[src/rtl/reg_wb_arbiter_if.sv]
// Writeback request, register-file write/carry port and scoreboard signals shared by
// the ALU/load requesters, decode and the reg_wb_arbiter.
interface reg_wb_arbiter_if #(
  parameter int num_regs  = 13,
  parameter int reg_width = 8
);
  localparam int aw = $clog2(num_regs);

  logic                 a_valid;
  logic                 a_ready;
  logic [aw-1:0]        a_addr;
  logic [reg_width-1:0] a_data;
  logic                 a_clear;
  logic                 a_car_we;
  logic [reg_width-1:0] a_car;

  logic                 m_valid;
  logic                 m_ready;
  logic [aw-1:0]        m_addr;
  logic [reg_width-1:0] m_data;

  logic                 res_valid;
  logic [aw-1:0]        res_addr;

  logic                 reg_write;
  logic                 reg_clear;
  logic [aw-1:0]        rd_addr;
  logic [reg_width-1:0] rd_in;
  logic                 car_write;
  logic [reg_width-1:0] car_in;
  logic [num_regs-1:0]  busy_mask;
  logic                 addr_err;

  modport slave (
    input  a_valid, a_addr, a_data, a_clear, a_car_we, a_car,
    input  m_valid, m_addr, m_data,
    input  res_valid, res_addr,
    output a_ready, m_ready,
    output reg_write, reg_clear, rd_addr, rd_in, car_write, car_in,
    output busy_mask, addr_err
  );

  modport master (
    output a_valid, a_addr, a_data, a_clear, a_car_we, a_car,
    output m_valid, m_addr, m_data,
    output res_valid, res_addr,
    input  a_ready, m_ready,
    input  reg_write, reg_clear, rd_addr, rd_in, car_write, car_in,
    input  busy_mask, addr_err
  );
endinterface

[src/rtl/reg_wb_arbiter.sv]
// Round-robin arbiter for the register-file write/carry port between ALU and load writeback,
// with registered outputs (one cycle after transfer) and a per-register pending-write scoreboard.
module reg_wb_arbiter #(
  parameter int num_regs  = 13,
  parameter int reg_width = 8
) (
  input  logic             clk,
  input  logic             rst,
  reg_wb_arbiter_if.slave  bus
);
  localparam int            aw      = $clog2(num_regs);
  localparam int            car_idx = num_regs - 1;
  localparam logic [aw:0]   n_regs  = num_regs[aw:0];

  typedef enum logic {GRANT_ALU = 1'b0, GRANT_MEM = 1'b1} grant_e;

  grant_e               last_grant_q, last_grant_d;
  logic                 reg_write_q, reg_write_d;
  logic                 reg_clear_q, reg_clear_d;
  logic [aw-1:0]        rd_addr_q, rd_addr_d;
  logic [reg_width-1:0] rd_in_q, rd_in_d;
  logic                 car_write_q, car_write_d;
  logic [reg_width-1:0] car_in_q, car_in_d;
  logic                 addr_err_q, addr_err_d;
  logic [num_regs-1:0]  busy_q, busy_d;

  logic          grant_a, grant_m;
  logic [aw-1:0] sel_addr;
  logic          sel_ok, sel_nz, res_ok;

  // Both requesting: the side that did not win last time gets the port.
  always_comb begin
    grant_a  = bus.a_valid && (!bus.m_valid || (last_grant_q == GRANT_MEM));
    grant_m  = bus.m_valid && !grant_a;
    sel_addr = grant_a ? bus.a_addr : bus.m_addr;
    sel_ok   = ({1'b0, sel_addr} < n_regs);
    sel_nz   = (sel_addr != '0);
    res_ok   = bus.res_valid && ({1'b0, bus.res_addr} < n_regs) && (bus.res_addr != '0);
  end

  assign bus.a_ready = grant_a;
  assign bus.m_ready = grant_m;

  always_comb begin
    last_grant_d = last_grant_q;
    reg_write_d  = 1'b0;
    reg_clear_d  = 1'b0;
    car_write_d  = 1'b0;
    addr_err_d   = 1'b0;
    rd_addr_d    = rd_addr_q;
    rd_in_d      = rd_in_q;
    car_in_d     = car_in_q;
    busy_d       = busy_q;

    if (grant_a || grant_m) begin
      last_grant_d = grant_a ? GRANT_ALU : GRANT_MEM;
      rd_addr_d    = sel_addr;
      reg_write_d  = sel_ok && sel_nz;
      addr_err_d   = !sel_ok;
      if (sel_ok) begin
        busy_d[sel_addr] = 1'b0;
      end
    end

    if (grant_a) begin
      reg_clear_d = bus.a_clear && sel_ok && sel_nz;
      rd_in_d     = bus.a_clear ? '0 : bus.a_data;
      car_write_d = bus.a_car_we;
      if (bus.a_car_we) begin
        car_in_d        = bus.a_car;
        busy_d[car_idx] = 1'b0;
      end
    end else if (grant_m) begin
      rd_in_d = bus.m_data;
    end

    // Applied after release so a same-cycle reserve of the same register wins.
    if (res_ok) begin
      busy_d[bus.res_addr] = 1'b1;
    end
  end

  always_ff @(posedge clk or posedge rst) begin
    if (rst) begin
      last_grant_q <= GRANT_MEM;
      reg_write_q  <= 1'b0;
      reg_clear_q  <= 1'b0;
      rd_addr_q    <= '0;
      rd_in_q      <= '0;
      car_write_q  <= 1'b0;
      car_in_q     <= '0;
      addr_err_q   <= 1'b0;
      busy_q       <= '0;
    end else begin
      last_grant_q <= last_grant_d;
      reg_write_q  <= reg_write_d;
      reg_clear_q  <= reg_clear_d;
      rd_addr_q    <= rd_addr_d;
      rd_in_q      <= rd_in_d;
      car_write_q  <= car_write_d;
      car_in_q     <= car_in_d;
      addr_err_q   <= addr_err_d;
      busy_q       <= busy_d;
    end
  end

  assign bus.reg_write = reg_write_q;
  assign bus.reg_clear = reg_clear_q;
  assign bus.rd_addr   = rd_addr_q;
  assign bus.rd_in     = rd_in_q;
  assign bus.car_write = car_write_q;
  assign bus.car_in    = car_in_q;
  assign bus.addr_err  = addr_err_q;
  assign bus.busy_mask = busy_q;
endmodule

[src/flat_wrapper.sv]
// flat-port wrapper written by rule: the top's interface ports become plain ports
module reg_wb_arbiter_flat 
#(
  parameter int num_regs  = 13,
  parameter int reg_width = 8
)
  (clk, rst, bus_a_valid, bus_a_addr, bus_a_data, bus_a_clear, bus_a_car_we, bus_a_car, bus_m_valid, bus_m_addr, bus_m_data, bus_res_valid, bus_res_addr, bus_a_ready, bus_m_ready, bus_reg_write, bus_reg_clear, bus_rd_addr, bus_rd_in, bus_car_write, bus_car_in, bus_busy_mask, bus_addr_err);
  reg_wb_arbiter_if #(.num_regs(num_regs), .reg_width(reg_width)) bus_i ();
  input  logic clk;
  input  logic rst;
  input wire logic [$bits(bus_i.a_valid)-1:0] bus_a_valid;
  input wire logic [$bits(bus_i.a_addr)-1:0] bus_a_addr;
  input wire logic [$bits(bus_i.a_data)-1:0] bus_a_data;
  input wire logic [$bits(bus_i.a_clear)-1:0] bus_a_clear;
  input wire logic [$bits(bus_i.a_car_we)-1:0] bus_a_car_we;
  input wire logic [$bits(bus_i.a_car)-1:0] bus_a_car;
  input wire logic [$bits(bus_i.m_valid)-1:0] bus_m_valid;
  input wire logic [$bits(bus_i.m_addr)-1:0] bus_m_addr;
  input wire logic [$bits(bus_i.m_data)-1:0] bus_m_data;
  input wire logic [$bits(bus_i.res_valid)-1:0] bus_res_valid;
  input wire logic [$bits(bus_i.res_addr)-1:0] bus_res_addr;
  output wire logic [$bits(bus_i.a_ready)-1:0] bus_a_ready;
  output wire logic [$bits(bus_i.m_ready)-1:0] bus_m_ready;
  output wire logic [$bits(bus_i.reg_write)-1:0] bus_reg_write;
  output wire logic [$bits(bus_i.reg_clear)-1:0] bus_reg_clear;
  output wire logic [$bits(bus_i.rd_addr)-1:0] bus_rd_addr;
  output wire logic [$bits(bus_i.rd_in)-1:0] bus_rd_in;
  output wire logic [$bits(bus_i.car_write)-1:0] bus_car_write;
  output wire logic [$bits(bus_i.car_in)-1:0] bus_car_in;
  output wire logic [$bits(bus_i.busy_mask)-1:0] bus_busy_mask;
  output wire logic [$bits(bus_i.addr_err)-1:0] bus_addr_err;
  assign bus_i.a_valid = bus_a_valid;
  assign bus_i.a_addr = bus_a_addr;
  assign bus_i.a_data = bus_a_data;
  assign bus_i.a_clear = bus_a_clear;
  assign bus_i.a_car_we = bus_a_car_we;
  assign bus_i.a_car = bus_a_car;
  assign bus_i.m_valid = bus_m_valid;
  assign bus_i.m_addr = bus_m_addr;
  assign bus_i.m_data = bus_m_data;
  assign bus_i.res_valid = bus_res_valid;
  assign bus_i.res_addr = bus_res_addr;
  assign bus_a_ready = bus_i.a_ready;
  assign bus_m_ready = bus_i.m_ready;
  assign bus_reg_write = bus_i.reg_write;
  assign bus_reg_clear = bus_i.reg_clear;
  assign bus_rd_addr = bus_i.rd_addr;
  assign bus_rd_in = bus_i.rd_in;
  assign bus_car_write = bus_i.car_write;
  assign bus_car_in = bus_i.car_in;
  assign bus_busy_mask = bus_i.busy_mask;
  assign bus_addr_err = bus_i.addr_err;
  reg_wb_arbiter #(.num_regs(num_regs), .reg_width(reg_width)) u_core (.clk(clk), .rst(rst), .bus(bus_i));
endmodule
[config.mk]
export PLATFORM = sky130hd
export DESIGN_NAME = reg_wb_arbiter_flat
export DESIGN_NICKNAME = d
export VERILOG_FILES = /design/src/rtl/reg_wb_arbiter_if.sv /design/src/rtl/reg_wb_arbiter.sv /design/src/flat_wrapper.sv
export SDC_FILE = /design/constraint.sdc
export NUM_CORES = 1
export LEC_CHECK = 0
export ABC_AREA = 1
export CORE_MARGIN = 1
export CORE_UTILIZATION = 42
export CTS_CLUSTER_SIZE = 16
export DETAILED_ROUTE_END_ITERATION = 6
export GPL_TIMING_DRIVEN = 0
export PLACE_DENSITY = 0.8
export SKIP_LAST_GASP = 1
export SYNTH_ARGS = -nofsm -noshare
export SYNTH_HDL_FRONTEND = slang
export SYNTH_SLANG_ARGS = --single-unit
[constraint.sdc]
create_clock -name clk -period 1.7 [get_ports clk]
set_input_delay 0.51 -clock clk [delete_from_list [all_inputs] [get_ports clk]]
set_output_delay 0.51 -clock clk [all_outputs]
set_load 0.05 [all_outputs]
* After elaboration in Yosys (flattened, before gate mapping)
Cells that the tools add are included.
** Operators by class
- Reductions and logical operators :: 18
- Order comparisons :: 6
- Mux-type cells :: 18
- Bitwise logic cells :: 3
** Operators by type and width (count)
- $mux W13 :: 3
- $mux W8 :: 3
- $and A13 B13 Y13 :: 1
- $not A13 Y13 :: 1
- $or A13 B13 Y13 :: 1
- $lt A4 B5 Y1 const B :: 2
- $logic_and A1 B1 Y1 :: 9
- $mux W1 :: 9
- $demux W1 S4 :: 2
- $ge A4 B1 Y1 const B :: 2
- $lt A4 B4 Y1 const B :: 2
- $reduce_bool A4 Y1 :: 2
- $mux W4 :: 1
- $logic_not A1 Y1 :: 3
- $logic_or A1 B1 Y1 :: 2
- $reduce_and A2 Y1 :: 1
- $reduce_bool A2 Y1 :: 1
** Word-level totals
- Flip-flop bits (word level) :: 38
- Logic and storage cells :: 54

* Depth between registers and ports, before layout
Gate-level depths: netlist of run 1.
- Depth in word-level cells :: 16
- Gate-level depth with buffers :: 10
- Mapped depth without buffers :: 10

* Least setup slack after synthesis of run 1
No wires, ideal clock.
- Kind :: input to output
- Start :: input port bus_a_valid
- End :: output port bus_m_ready
- Setup slack :: -0.602 ns
- Arrival time :: 1.792 ns
- Stages on the path :: 5
- Data required time :: 1.190 ns
- Cells stage by stage :: buf_4 -> a21boi_2 -> buf_4 -> buf_6 -> nor2_1
** On the way
- Cells in the longest elaborated chain, start to end :: 3
** Ends and longest elaborated chain
- start, declared :: RTL line flat_wrapper.sv:11 : input wire logic [$bits(bus_i.a_valid)-1:0] bus_a_valid;
- $logic_and A1 B1 Y1 :: RTL line reg_wb_arbiter.sv:33 : grant_a = bus.a_valid && (!bus.m_valid || (last_grant_q == GRANT_MEM));
- via bus_a_ready :: RTL line flat_wrapper.sv:22 : output wire logic [$bits(bus_i.a_ready)-1:0] bus_a_ready;
- $logic_not A1 Y1 :: RTL line reg_wb_arbiter.sv:34 : grant_m = bus.m_valid && !grant_a;
- $logic_and A1 B1 Y1 :: RTL line reg_wb_arbiter.sv:34
- end, declared :: RTL line flat_wrapper.sv:23 : output wire logic [$bits(bus_i.m_ready)-1:0] bus_m_ready;
The timed path passes the listed nets, and every way through them passes these cells.

* Worst setup path in the final report of run 1
- Start :: register u_core.last_grant_q
- End :: output port bus_m_ready
** On the way
- Cells in the longest elaborated chain, start to end :: 4
** Ends and longest elaborated chain
- start, declared :: RTL line reg_wb_arbiter.sv:17 : grant_e last_grant_q, last_grant_d;
- start signal, assigned :: RTL line reg_wb_arbiter.sv:95 : last_grant_q <= last_grant_d;
- $logic_or A1 B1 Y1 :: RTL line reg_wb_arbiter.sv:33
- $logic_and A1 B1 Y1 :: RTL line reg_wb_arbiter.sv:33
- $logic_not A1 Y1 :: RTL line reg_wb_arbiter.sv:34
- $logic_and A1 B1 Y1 :: RTL line reg_wb_arbiter.sv:34
Every way passes these cells.

==> summary.md, run 1 <==
| Metric | Value |
|---|---|
| Number of endpoints failing setup at the final stage | 9 |
| Post-synthesis net count | 289 |
| Clock latency on the worst-skew pair | 0.30 ns |
| Core region area | 4120 um^2 |
| Total routed wirelength | 4910 um |
| Family with the most delay on the worst path | flip-flops |
| Global-route total usage across every layer | 22.2% |
| Final Non-Filler Cells | 392 |
| Total count of max-transition violations in the final report | 0 |
| Static leakage | 1.49 nW |
| Hold Worst Slack | 0.420 ns |
| Cell total after placement | 376 |
| Top cell type's share of synthesized area | 49.9% |
| Number of failing hold endpoints at the final stage | 0 |
| Slew at the pin closest to its max-slew limit | 0.772 ns |
| Cell area after synthesis | 1860 um^2 |
| Count of inserted antenna diode cells | 0 |
| Commonest cells in the synthesized netlist | sky130_fd_sc_hd__nand2_1 (97), sky130_fd_sc_hd__dfrtp_1 (37), sky130_fd_sc_hd__inv_1 (24) |
| First-pass GRT wire length | 7410 um |
| Number of DRC violations after detailed routing | 0 |
| Run status | finished, violations left |
| Arrival time worst endpoint | 1.34 ns |
| Async SR Flop Fraction | 100% |
| Number of buffers inserted by hold repair at cts | 0 |
| Largest net degree at the start of global routing | 39 |
| Post-detailed-route count of antenna-violating nets | 0 |
| Initial standard-cell utilization of the core | 45.1% |
| Critical Path Slowest Stage Cell | sky130_fd_sc_hd__dfstp_2 |
| Final Instance Area | 2880 um^2 |
| Post-DR wirelength/cell | 12.5 um |
| Growth of design area from synthesis to finish | 54.9% |
| Req. time, crit path | 1.19 ns |
| Total power divided by cell area | 1210 nW/um^2 |
| Remaining global-route overflow | 0 |
| Site Rows | 23 |
| H-tree depth | 2 |
| Tot Pwr | 0.00349 W |
| Clock tree skew after final layout | 0.0102 ns |
| Clock tree from TritonCTS | done |
| Count of nets after finishing | 384 |
| Category of the critical setup timing path | flop to primary output |
| Violations in the final reports | setup timing |
| Delay of the slowest cell on the worst path | 0.54 ns |
| Post-place instance area | 2760 um^2 |
| Instance count of the mapped netlist | 246 |
| Proportion of layout cells with a drive suffix above 1 | 19.9% |
| Boundary Pins | 82 |
| Final worst-path setup slack | -0.149 ns |
| Die width | 68.5 um |
| Total area of multi-input combinational cells | 813 um^2 |
| Sequence of cells on the critical path | inv_4, a21boi_4, buf_6, nor2_4, buf_8 |
| Via density | 4.73 |
| Worst hold path type | primary input to flop |
| Number of storage elements in the synthesis netlist | 38 |
| Cell type with the largest total area after synthesis | sky130_fd_sc_hd__dfrtp_1 |
| Synth warnings | 0 |
| Biggest fanout along the worst timing path | 4 |
| Total of buffers placed on input and output ports | 80 |
| Drt initial violations | 53 |
| FF+latch area | 952 um^2 |
| Seq/Total Area, Yosys | 51.3% |
| Number of vias after detailed routing | 1853 |
| Clk slew on worst S/H paths | 0.07 ns |
| Relative slew margins | 48.5% |
| Clock period minus worst slack | 1.85 ns |
| Placed wire-length estimate | 3600 um |
| Dominant cells by area after synthesis | sky130_fd_sc_hd__dfrtp_1 (50%), sky130_fd_sc_hd__nand2_1 (20%), sky130_fd_sc_hd__o21ai_0 (5.4%) |
| Vias in the first global route | 1653 |
| Number of antenna violations at the first check in global routing | 0 |
| Die area | 4690 um^2 |
| Number of synthesized flops with an enable pin | 0 |
| Number of unique standard cell types used by synthesis | 21 |
| Sort of element at the end of the critical path | primary output |
| Combined buffer and inverter count along the critical path | 3 |
| Vertical extent of the die | 68.5 um |
| IR Drop Worst-Case VDD | 836 uV |
| Startpoint type of the worst setup path | flop |
| Number of inserted filler cells in the final layout | 345 |
| RSZ-0062 raised after global routing | true |
| Clk buf depth | 2 |
| Maximum capacitance violations | 0 |
| Routability cong. | 0.819 |
| Achievable clock frequency | 541 MHz |
| Utilization after layout | 69.9% |
| Mean instance size in the synthesized netlist | 7.55 um^2 |
| Number of clock sinks | 38 |
| Clk root buf | sky130_fd_sc_hd__clkbuf_8 |
| Final period util | 109% |
| Most frequently used flop master after synthesis | sky130_fd_sc_hd__dfrtp_1 |
| Top-count cell post-synth | sky130_fd_sc_hd__nand2_1 |
| Count of TritonRoute iterations in the first routing pass | 4 |
| Clock buffer count from CTS | 5 |
power breakdown:
| part | total, W | internal (W) | switching [W] |
|---|---|---|---|
| clock network | 0.000952 | 0.000626 | 0.000326 |
| registers | 0.00117 | 0.00108 | 0.0000930 |
| logic | 0.00137 | 0.000391 | 0.000980 |
worst reg2reg max path, stage by stage, from the launching register on:
cell                      delay, ns
sky130_fd_sc_hd__dfstp_2       0.54
sky130_fd_sc_hd__inv_4         0.04
sky130_fd_sc_hd__buf_4         0.13
sky130_fd_sc_hd__nand2_4       0.10
sky130_fd_sc_hd__nand3_1       0.09
sky130_fd_sc_hd__nand2_1       0.18
sky130_fd_sc_hd__nand2_1       0.14
sky130_fd_sc_hd__nor2_4        0.14
sky130_fd_sc_hd__nand2_1       0.07
sky130_fd_sc_hd__nand2_1       0.06
sky130_fd_sc_hd__nand2_1       0.05
metal layers:
layer / track usage [%] / vias up / wire (um) / share of wire, %
met4: 10.2 / 0 / 112 / 2.3
li1: - / 947 / - / -
met1: 26.2 / 830 / 2090 / 43
met2: 37.3 / 66 / 2290 / 47
met5: 0 / - / 0 / 0
met3: 6.25 / 10 / 403 / 8.2
metrics by stage:
step | worst slack, ns | setup TNS (ns)
finish | -0.149 | -0.347
global route | -0.185 | -1.27
CTS | -0.184 | -0.326
detailed placement | -1.20 | -13.16
global placement | -1.18 | -30.13
floorplan | -0.138 | -0.138
registers in the layout, indices dropped and copies added (netlist names):
register and cells:
u_core.bus.rd_in 8, u_core.bus.reg_clear 1, u_core.bus.car_write 1, u_core.last_grant_q 1, u_core.bus.rd_addr 4, u_core.bus.addr_err 1
u_core.bus.car_in 8, u_core.bus.reg_write 1, u_core.bus.busy_mask 13
timing repair:
| action | 4_1_cts | 5_1_grt |
|---|---|---|
| gates cloned | 1 | 0 |
| setup buffers | 6 | 2 |
| pin swaps | 1 | 2 |
| endpoints found under the setup margin | 57 | 43 |
| gates resized for setup | 72 | 51 |
worst paths after layout:
check / startpoint / endpoint / slack [ns] / cells past startpoint
min in group asynchronous: rst / u_core.bus.busy_mask[11] / 0.67 / 2
max in group asynchronous: rst / u_core.bus.rd_in[5] / 0.53 / 2
setup / recovery: u_core.last_grant_q / bus_m_ready / -0.15 / 5
setup reg to reg: u_core.last_grant_q / u_core.bus.busy_mask[11] / 0.07 / 10
hold reg to reg: u_core.bus.busy_mask[10] / u_core.bus.busy_mask[10] / 0.48 / 2
hold / removal: bus_a_valid / u_core.last_grant_q / 0.42 / 2
cells by family (layout without fill, tap and decap cells):
family | Yosys count | after routing | synth area share (%)
buf+inv | 33 | 129 | 7.61
flops | 38 | 38 | 51.3
simple gates | 143 | 143 | 31.7
compound gates | 32 | 32 | 9.37
layout make-up:
| cell class | instances | share of cell area, % |
|---|---|---|
| inverter | 28 | 3.74 |
| tap | 50 | 2.17 |
| buffer | 4 | 1.26 |
| multi-input combinational | 175 | 28.3 |
| clock buffer | 6 | 2.87 |
| clock inverter | 2 | 2.09 |
| sequential | 38 | 33.1 |
| timing repair buffer | 89 | 26.5 |
cell usage in the layout, fill, tap and decap left out, types with 8 or more instances in the layout:
| master | instances |
|---|---|
| sky130_fd_sc_hd__o21ai_1 | 8 |
| sky130_fd_sc_hd__nand2_1 | 97 |
| sky130_fd_sc_hd__nor2_1 | 16 |
| sky130_fd_sc_hd__dfrtp_1 | 37 |
| sky130_fd_sc_hd__buf_4 | 8 |
| sky130_fd_sc_hd__clkbuf_2 | 22 |
| sky130_fd_sc_hd__nand3_1 | 12 |
| sky130_fd_sc_hd__clkdlybuf4s50_1 | 40 |
| sky130_fd_sc_hd__clkdlybuf4s15_1 | 11 |
| sky130_fd_sc_hd__o21ai_0 | 20 |
| sky130_fd_sc_hd__inv_1 | 22 |
(Power assumes the default switching activity.)
==> run 2, diff against run 1 <==
--- a/config.mk
+++ b/config.mk
@@ -6,6 +6,7 @@
 export NUM_CORES = 1
 export LEC_CHECK = 0
 export ABC_AREA = 1
+export ABC_CLOCK_PERIOD_IN_PS = 1700
 export CORE_MARGIN = 1
 export CORE_UTILIZATION = 42
 export CTS_CLUSTER_SIZE = 16
==> results of run 2 <==
Final layout, timing and power as in run 1 (identical DEF).
